--- config.mk ---
export PLATFORM = sky130hd
export DESIGN_NAME = jtexterm_ba_resp
export DESIGN_NICKNAME = d
export VERILOG_FILES = /design/src/rtl/jtexterm_ba_resp.sv
export SDC_FILE = /design/constraint.sdc
export NUM_CORES = 1
export LEC_CHECK = 0
export ABC_AREA = 1
export BUFFER_PORTS_ARGS = -buffer_cell sky130_fd_sc_hd__buf_2
export CAP_MARGIN = 20
export CORE_MARGIN = 2
export CORE_UTILIZATION = 30
export DETAILED_ROUTE_END_ITERATION = 12
export PLACE_DENSITY_LB_ADDON = 0.08
export REMOVE_ABC_BUFFERS = 1
export SYNTH_ARGS = -nofsm -noshare
export SYNTH_HDL_FRONTEND = slang
export SYNTH_SLANG_ARGS = --single-unit
--- constraint.sdc ---
create_clock -name clk -period 1.99 [get_ports clk]
set_input_delay 0 -clock clk [delete_from_list [all_inputs] [get_ports clk]]
set_output_delay 0 -clock clk [all_outputs]
set_load 0.01 [all_outputs]
--- src/rtl/jtexterm_ba_resp.sv ---
// -----------------------------------------------------------------------------
// jtexterm_ba_resp
//
// Four-bank read arbiter and responder for an external word-wide memory, with
// a download/read-back port that takes priority over the banks.
//
// A bank requester holds ba_rd[i] until it sees ba_ack[i]. It then receives one
// or two data words on the shared data_read bus. BURST32[i] selects one or two
// words for bank i. The download port (prog_we / prog_rd) always moves a single
// word. The memory side gets one mem_rd or mem_we pulse per word, and each word
// completes with a one-cycle mem_ok.
//
// Ports
//   clk, rst_n                 system clock; synchronous active-low reset
//   ba0_addr..ba3_addr [AW]    word address presented by each bank requester
//   ba_rd        [4]           read request per bank, held until ba_ack
//   ba_ack       [4]           one-cycle acceptance pulse
//   ba_dst       [4]           first data word valid on data_read
//   ba_dok       [4]           any data word valid on data_read
//   ba_rdy       [4]           last data word valid, transaction complete
//   data_read    [16]          read data shared by banks and read-back
//   prog_we, prog_rd           download write / read-back request, held to ack
//   prog_addr [AW], prog_ba [2], prog_data [16], prog_mask [2] (active low)
//   prog_ack, prog_rdy         one-cycle acceptance / completion pulses
//   mem_addr [AW+2]            {bank, word address}
//   mem_rd, mem_we             one-cycle command pulses
//   mem_din [16], mem_mask [2] write data and active-low byte enables
//   mem_dout [16], mem_ok      read data and one-cycle completion from memory
// -----------------------------------------------------------------------------
module jtexterm_ba_resp #(
    parameter logic [3:0] BURST32 = 4'b1000,
    parameter int         AW      = 22
) (
    input  logic          clk,
    input  logic          rst_n,

    input  logic [AW-1:0] ba0_addr,
    input  logic [AW-1:0] ba1_addr,
    input  logic [AW-1:0] ba2_addr,
    input  logic [AW-1:0] ba3_addr,
    input  logic [3:0]    ba_rd,
    output logic [3:0]    ba_ack,
    output logic [3:0]    ba_dst,
    output logic [3:0]    ba_dok,
    output logic [3:0]    ba_rdy,
    output logic [15:0]   data_read,

    input  logic          prog_we,
    input  logic          prog_rd,
    input  logic [AW-1:0] prog_addr,
    input  logic [1:0]    prog_ba,
    input  logic [15:0]   prog_data,
    input  logic [1:0]    prog_mask,
    output logic          prog_ack,
    output logic          prog_rdy,

    output logic [AW+1:0] mem_addr,
    output logic          mem_rd,
    output logic          mem_we,
    output logic [15:0]   mem_din,
    output logic [1:0]    mem_mask,
    input  logic [15:0]   mem_dout,
    input  logic          mem_ok
);

    typedef enum logic [1:0] {IDLE, ACK, ISSUE, WAIT} state_t;

    // Transaction context, captured at grant time
    state_t        state,     nxt_state;
    logic [1:0]    gnt_bank,  nxt_gnt_bank;
    logic [1:0]    last_bank, nxt_last_bank;
    logic [AW-1:0] txn_addr,  nxt_txn_addr;
    logic          txn_burst, nxt_txn_burst;
    logic          txn_prog,  nxt_txn_prog;
    logic          txn_we,    nxt_txn_we;
    logic          word,      nxt_word;

    // Next values of the registered outputs
    logic [3:0]    nxt_ba_ack, nxt_ba_dst, nxt_ba_dok, nxt_ba_rdy;
    logic [15:0]   nxt_data_read;
    logic          nxt_prog_ack, nxt_prog_rdy;
    logic [AW+1:0] nxt_mem_addr;
    logic          nxt_mem_rd, nxt_mem_we;
    logic [15:0]   nxt_mem_din;
    logic [1:0]    nxt_mem_mask;

    // Round-robin arbitration result
    logic          rr_valid;
    logic [1:0]    rr_bank;
    logic [AW-1:0] rr_addr;

    logic [3:0]    gnt_onehot;
    logic [AW-1:0] txn_addr_p1;

    assign gnt_onehot  = 4'b0001 << gnt_bank;
    // The second word of a burst wraps inside the bank. The bank field is untouched.
    assign txn_addr_p1 = txn_addr + {{(AW-1){1'b0}}, 1'b1};

    // Search order is last_bank+1, +2, +3, +4 (mod 4). The loop runs from the
    // farthest candidate to the nearest, so the nearest requester is assigned
    // last and wins.
    always_comb begin
        rr_valid = 1'b0;
        rr_bank  = 2'd0;
        for (int i = 4; i >= 1; i--) begin
            if (ba_rd[last_bank + 2'(i)]) begin
                rr_valid = 1'b1;
                rr_bank  = last_bank + 2'(i);
            end
        end
    end

    always_comb begin
        case (rr_bank)
            2'd0:    rr_addr = ba0_addr;
            2'd1:    rr_addr = ba1_addr;
            2'd2:    rr_addr = ba2_addr;
            default: rr_addr = ba3_addr;
        endcase
    end

    always_comb begin
        // NOTE: every signal gets a default before the case, so no path can leave
        // one unassigned and infer a latch. Pulses default low; held values
        // default to themselves.
        nxt_state     = state;
        nxt_gnt_bank  = gnt_bank;
        nxt_last_bank = last_bank;
        nxt_txn_addr  = txn_addr;
        nxt_txn_burst = txn_burst;
        nxt_txn_prog  = txn_prog;
        nxt_txn_we    = txn_we;
        nxt_word      = word;
        nxt_ba_ack    = 4'b0000;
        nxt_ba_dst    = 4'b0000;
        nxt_ba_dok    = 4'b0000;
        nxt_ba_rdy    = 4'b0000;
        nxt_data_read = data_read;
        nxt_prog_ack  = 1'b0;
        nxt_prog_rdy  = 1'b0;
        nxt_mem_addr  = mem_addr;
        nxt_mem_rd    = 1'b0;
        nxt_mem_we    = 1'b0;
        nxt_mem_din   = mem_din;
        nxt_mem_mask  = mem_mask;

        case (state)
            IDLE: begin
                nxt_word = 1'b0;
                if (prog_we || prog_rd) begin
                    // The download port outranks every bank and does not move the
                    // round-robin pointer.
                    nxt_state     = ACK;
                    nxt_gnt_bank  = prog_ba;
                    nxt_txn_addr  = prog_addr;
                    nxt_txn_burst = 1'b0;
                    nxt_txn_prog  = 1'b1;
                    nxt_txn_we    = prog_we;
                    nxt_mem_din   = prog_data;
                    nxt_mem_mask  = prog_mask;
                    nxt_prog_ack  = 1'b1;
                end else if (rr_valid) begin
                    nxt_state     = ACK;
                    nxt_gnt_bank  = rr_bank;
                    nxt_last_bank = rr_bank;
                    nxt_txn_addr  = rr_addr;
                    nxt_txn_burst = BURST32[rr_bank];
                    nxt_txn_prog  = 1'b0;
                    nxt_txn_we    = 1'b0;
                    nxt_ba_ack    = 4'b0001 << rr_bank;
                end
            end

            ACK: begin
                nxt_state    = ISSUE;
                nxt_mem_addr = {gnt_bank, txn_addr};
                nxt_mem_rd   = ~txn_we;
                nxt_mem_we   = txn_we;
            end

            ISSUE: nxt_state = WAIT;

            WAIT: begin
                if (mem_ok) begin
                    if (txn_prog) begin
                        nxt_prog_rdy = 1'b1;
                        if (!txn_we) nxt_data_read = mem_dout;
                        nxt_state = IDLE;
                    end else begin
                        nxt_data_read = mem_dout;
                        nxt_ba_dok    = gnt_onehot;
                        if (!word) nxt_ba_dst = gnt_onehot;
                        if (txn_burst && !word) begin
                            // Issue the second word straight from WAIT.
                            nxt_word     = 1'b1;
                            nxt_state    = ISSUE;
                            nxt_mem_addr = {gnt_bank, txn_addr_p1};
                            nxt_mem_rd   = 1'b1;
                        end else begin
                            nxt_ba_rdy = gnt_onehot;
                            nxt_word   = 1'b0;
                            nxt_state  = IDLE;
                        end
                    end
                end
            end

            default: nxt_state = IDLE;
        endcase
    end

    always_ff @(posedge clk) begin
        // NOTE: state uses non-blocking assignments, so every register samples
        // the pre-edge values no matter how the statements are ordered.
        if (!rst_n) begin
            state     <= IDLE;
            gnt_bank  <= 2'd0;
            last_bank <= 2'd3;
            txn_addr  <= '0;
            txn_burst <= 1'b0;
            txn_prog  <= 1'b0;
            txn_we    <= 1'b0;
            word      <= 1'b0;
            ba_ack    <= 4'b0000;
            ba_dst    <= 4'b0000;
            ba_dok    <= 4'b0000;
            ba_rdy    <= 4'b0000;
            data_read <= 16'h0000;
            prog_ack  <= 1'b0;
            prog_rdy  <= 1'b0;
            mem_addr  <= '0;
            mem_rd    <= 1'b0;
            mem_we    <= 1'b0;
            mem_din   <= 16'h0000;
            mem_mask  <= 2'b00;
        end else begin
            state     <= nxt_state;
            gnt_bank  <= nxt_gnt_bank;
            last_bank <= nxt_last_bank;
            txn_addr  <= nxt_txn_addr;
            txn_burst <= nxt_txn_burst;
            txn_prog  <= nxt_txn_prog;
            txn_we    <= nxt_txn_we;
            word      <= nxt_word;
            ba_ack    <= nxt_ba_ack;
            ba_dst    <= nxt_ba_dst;
            ba_dok    <= nxt_ba_dok;
            ba_rdy    <= nxt_ba_rdy;
            data_read <= nxt_data_read;
            prog_ack  <= nxt_prog_ack;
            prog_rdy  <= nxt_prog_rdy;
            mem_addr  <= nxt_mem_addr;
            mem_rd    <= nxt_mem_rd;
            mem_we    <= nxt_mem_we;
            mem_din   <= nxt_mem_din;
            mem_mask  <= nxt_mem_mask;
        end
    end

endmodule

Word level (Yosys, flattened, before mapping)
Index checks and enable logic that the tools add are counted.
Widths: inputs -> output; s select.
{ "word_totals": {"register_bits": 110, "word_cells": 119, "in_bits": 155, "output_inout_bits": 78} }
{ "classes": {"n_bitwise": 7, "n_shift": 2, "reduce_logical": 22, "n_eq_ne": 10, "mux": 49, "magnitude_cmp": 5, "n_addsub": 4} }
{ "op_table": {"columns": ["op", "count"], "rows": [
  ["$mux 24", 3],
  ["$pmux 22 s3", 1],
  ["$pmux 24 s2", 1],
  ["$mux 22", 2],
  ["$mux 16", 2],
  ["$add 22x1->22 const B", 1],
  ["$mux 2", 11],
  ["$mux 1", 21],
  ["$lt 2x3->1 const B", 5],
  ["$reduce_and 3->1", 4],
  ["$bmux 1 s2", 5],
  ["$reduce_and 2->1", 5],
  ["$reduce_or 5->1", 2],
  ["$ne 2x2->1 const B", 4],
  ["$pmux 2 s4", 1],
  ["$reduce_or 4->1", 2],
  ["$shl 1x2->4 const A", 2],
  ["$not 1->1", 7],
  ["$eq 2x2->1 const B", 3],
  ["$reduce_bool 2->1", 3],
  ["$add 2x2->2 const B", 2],
  ["$eq 2x1->1 const B", 2],
  ["$logic_not 2->1", 2],
  ["$pmux 1 s2", 2],
  ["other kinds (6)", 6]
]} }

Longest topological paths before layout
{ "logic_depth": {"ltp_word": 10, "ltp_mapped": 16} }

Least setup slack after synthesis
OpenSTA, ideal clock, no wires.
{ "synth_path": {"path_type": "register to register", "start": "register last_bank[0]", "end": "register txn_addr[5]", "setup_time_ns": 0.122, "stages_incl_launch_ff": 17, "period_less_slack_ns": 1.701, "arrival_ns": 1.579, "slack_ns": 0.289, "cell_sequence": "dfxtp_1 -> buf_6 -> nand2_1 -> o21ai_2 -> nand2_1 -> nand2_1 -> nand2_1 -> nand2_1 -> nand2_2 -> nand2_2 -> buf_6 -> buf_6 -> nand3b_1 -> nand2_1 -> inv_2 -> nand2_1 -> a21oi_2"} }
{ "synth_via": {"elab_chain_cells": 10} }
{ "synth_rtl": {"columns": ["element", "line", "source"], "rows": [
  ["start: declaration", "71", "logic [1:0] last_bank, nxt_last_bank;"],
  ["start signal: assignment", "239", "last_bank <= nxt_last_bank;"],
  ["$add 2x2->2 or $bmux 1 s2 (tied branches)", "106, 108", null],
  ["$bmux 1 s2 or $mux 1 (tied branches)", "106", "if (ba_rd[last_bank + 2'(i)]) begin"],
  ["$mux 1 (not written as such) or $mux 2 (tied branches)", "106", null],
  ["$mux 2 (3 in a row)", "106", null],
  ["$eq 2x2->1, or another cell as far along", "114", "case (rr_bank)"],
  ["$pmux 22 s3", "114", null],
  ["$mux 22", "162", "end else if (rr_valid) begin"],
  ["$mux 22", "150", "if (prog_we || prog_rd) begin"],
  ["end signal: assignment", "240", "txn_addr <= nxt_txn_addr;"],
  ["end: declaration", "72", "logic [AW-1:0] txn_addr, nxt_txn_addr;"]
]} }
Several ways; a longest one is shown, not always the timed one. The select of a mux whose other input is x is not followed.
A chain may end at the register's enable or synchronous reset.

Worst setup path in the final report
{ "layout_path": {"start": "register last_bank[0]", "end": "register txn_addr[12]"} }
Same word-level chain as after synthesis.

==> flow_metrics.env <==
export IMPL_drv_slew=0
export IMPL_die_h_microns=140
export IMPL_track_usage_pct=19.9
export IMPL_dpl_cell_area_sq_mm=0.00703
export IMPL_yosysUniqueCellTypes=37
export IMPL_via_per_inst=4.79
export IMPL_antenna_found_initial=1
export IMPL_cts_reportedPaths_clkPinSlew_ps=80
export IMPL_hpwl_mm=13.8
export IMPL_setup_slack_ps=47.1
export IMPL_drc=0
export IMPL_leakagePower_nw=3.97
export IMPL_yosysSeqAreaShare_pct=40.0
export IMPL_synthCells=781
export IMPL_slowest_delay_ps=380
export IMPL_n_fill_cell=1885
export IMPL_worstPathCellList="buf_12 -> inv_8 -> nand2_2 -> nand3_2 -> nand2_2 -> inv_2 -> nand2_4 -> nand2_4 -> nand2_4 -> nand2_4 -> buf_12 -> nor2_4 -> nand2_1 -> nand3_1 -> nand2_1 -> a21oi_1"
export IMPL_grt_pass1_wl_mm=31.4
export IMPL_endpoint_kind="flop"
export IMPL_gp_congestion=0.804
export IMPL_cts_root_buf="clkbuf_16"
export IMPL_timing_fmax_mhz=515
export IMPL_cts_buffers=9
export IMPL_fin_crit_ps=1940
export IMPL_stdcell_count=1316
export IMPL_portBuffers=232
export IMPL_drtIter0Drc=274
export IMPL_dp_cells=1226
export IMPL_ir_drop_mv=0.515
export IMPL_hold_viol=0
export IMPL_cp_required_ps=2290
export IMPL_skew_ps=10.8
export IMPL_syn2layout_area_growth_pct=50.6
export IMPL_critPathMaxFanout=8
export IMPL_synth_area_sq_mm=0.00551
export IMPL_synth_ff_latch_count=110
export IMPL_arrival_ps=2240
export IMPL_path_common_cell="nand2_4"
export IMPL_crit_slowest_cell="dfxtp_4"
export IMPL_finalSetupViolCount=0
export IMPL_wl_per_cell_microns=15.1
export IMPL_ys_warn_count=0
export IMPL_drt_wl_total_mm=19.9
export IMPL_cts_sinks=110
export IMPL_cp_top_family="simple AND/OR/NAND/NOR gates"
export IMPL_status="finished clean"
export IMPL_start_kind="flop"
export IMPL_drive_gt1_share_pct=32.1
export IMPL_drtAntennaViolNets=0
export IMPL_rows=49
export IMPL_h_tree_depth=3
export IMPL_core_area_sq_mm=0.0180
export IMPL_final_common_cell="buf_2"
export IMPL_final_cell_mix="buf_2, dfxtp_1, nand2_1, o21ai_0, a21oi_1"
export IMPL_tightest_slew_ps=652
export IMPL_io_pins=233
export IMPL_final_nets=1238
export IMPL_vias=6301
export IMPL_cap_violations=0
export IMPL_first_pass_iters=4
export IMPL_place_ws_ps=-26.8
export IMPL_dieArea_sq_mm=0.0195
export IMPL_cts_tree="yes"
export IMPL_cts_max_path_buffers=2
export IMPL_hold_path_class="primary input to flop"
export IMPL_crit_buf_inv=4
export IMPL_powerDensity_mw_per_mm2=818
export IMPL_rsz0062_at_grt="yes"
export IMPL_slew_headroom_pct=56.5
export IMPL_min_period_over_period_pct=97.6
export IMPL_final_area_sq_mm=0.00830
export IMPL_syn_area_per_cell_sq_um=7.06
export IMPL_overflow=0
export IMPL_clkLatencyLatePin_ps=360
export IMPL_fp_dieW_microns=140
export IMPL_start_util_pct=30.6
export IMPL_crit_type="flop to flop"
export IMPL_grt_pass1_vias=6215
export IMPL_grt_max_degree=64
-- logic make-up after synthesis --
group	after synthesis	synth area share, %
DFF	110	40.0
and+or+nand+nor	319	26.8
adders and majority gates	1	0.227
buffers and inverters	127	9.85
AOI/OAI and AO/OA	204	20.0
xor gates and xnor gates	20	3.18
-- per-stage QoR --
stage	TNS (ps)	total power, mW	hold slack [ps]	util [%]
after detailed placement	-126	4.57	232	39.0
after global routing	-661	7.23	21.9	46.0
after CTS	0	6.67	6.12	44.4
after global placement	-50.9	4.58	228	39.0
after floorplan	-14400	3.68	100	-
final	0	6.79	11.3	46.0
-- synthesized netlist by cell type --
cell / instances / area (sq um)
a211oi_1: 4 / 30.0
a21oi_1: 82 / 410
a21oi_2: 1 / 8.76
a221oi_1: 1 / 8.76
a31o_2: 1 / 8.76
a31oi_1: 4 / 25.0
and2_1: 1 / 6.26
buf_1: 1 / 3.75
buf_2: 7 / 35.0
buf_4: 1 / 7.51
buf_6: 7 / 78.8
clkbuf_1: 32 / 120
clkbuf_2: 1 / 5.00
clkinv_1: 1 / 3.75
dfxtp_1: 110 / 2200
ha_1: 1 / 12.5
inv_1: 72 / 270
inv_2: 5 / 18.8
nand2_1: 126 / 473
nand2_2: 4 / 25.0
nand3_1: 48 / 240
nand3_2: 1 / 10.0
nand3b_1: 23 / 173
nand4_1: 30 / 188
nor2_1: 65 / 244
nor2_2: 1 / 6.26
nor2_4: 1 / 11.3
nor3_1: 16 / 80.1
nor4_1: 3 / 18.8
o211a_1: 1 / 10.0
o211ai_1: 3 / 22.5
o21ai_0: 87 / 435
o21ai_1: 3 / 15.0
o21ai_2: 1 / 8.76
o21bai_1: 16 / 120
xnor2_1: 9 / 78.8
xor2_1: 11 / 96.3
-- cell type report --
class / count / area (sq um) / share of cell area [%]
diodes: 1 / 2.50 / 0.0302
well taps: 229 / 287 / 3.45
clock buffers: 9 / 225 / 2.71
inverters: 78 / 308 / 3.71
flip-flops and latches: 110 / 2210 / 26.6
multi-input cells: 544 / 2940 / 35.4
repair buffers: 339 / 2250 / 27.2
clock inverters: 6 / 78.8 / 0.950
-- where the power goes --
part	internal, mW	leakage, nW	total [mW]	switching, mW
Sequential	2.42	0.903	2.59	0.164
Combinational	1.02	2.91	2.30	1.28
Clock	0.998	0.150	1.89	0.896
-- what timing repair did --
action,4_1_cts,5_1_grt
cloned,1,2
buffers inserted,3,8
pin swaps,4,20
resized for setup,3,58
hold buffers,60,0
endpoints found under the setup margin,19,26
endpoints found under the hold margin,61,0
-- registers in the layout (all words and copies together), names as in the netlist, 4 cells and up --
| name | flops |
|---|---|
| ba_ack | 4 |
| ba_dok | 4 |
| ba_dst | 4 |
| ba_rdy | 4 |
| data_read | 16 |
| mem_addr | 24 |
| mem_din | 16 |
| txn_addr | 22 |
-- per-layer routing --
| metal | track usage (%) | share of wire [%] | vias to the layer above |
|---|---|---|---|
| li1 | - | - | 3228 |
| met1 | 23.6 | 43 | 2863 |
| met2 | 35.7 | 50 | 190 |
| met3 | 4.78 | 5.2 | 20 |
| met4 | 5.74 | 1.5 | 0 |
| met5 | 0 | 0 | - |
-- tightest hold or removal path: stages --
cell and delay (ps):
buf_2 90, nand2_1 40, nand3_1 50, nand2_1 70, a21oi_1 60
-- path summary, 6_finish.rpt --
check	slack, ps	from	to	cells after the start
setup / recovery	50	last_bank[0]	txn_addr[12]	16
hold / removal	10	ba0_addr[2]	txn_addr[2]	5
setup reg to reg	50	last_bank[0]	txn_addr[12]	16
hold reg to reg	440	data_read[1]	data_read[1]	2
(Power assumes the default switching activity.)
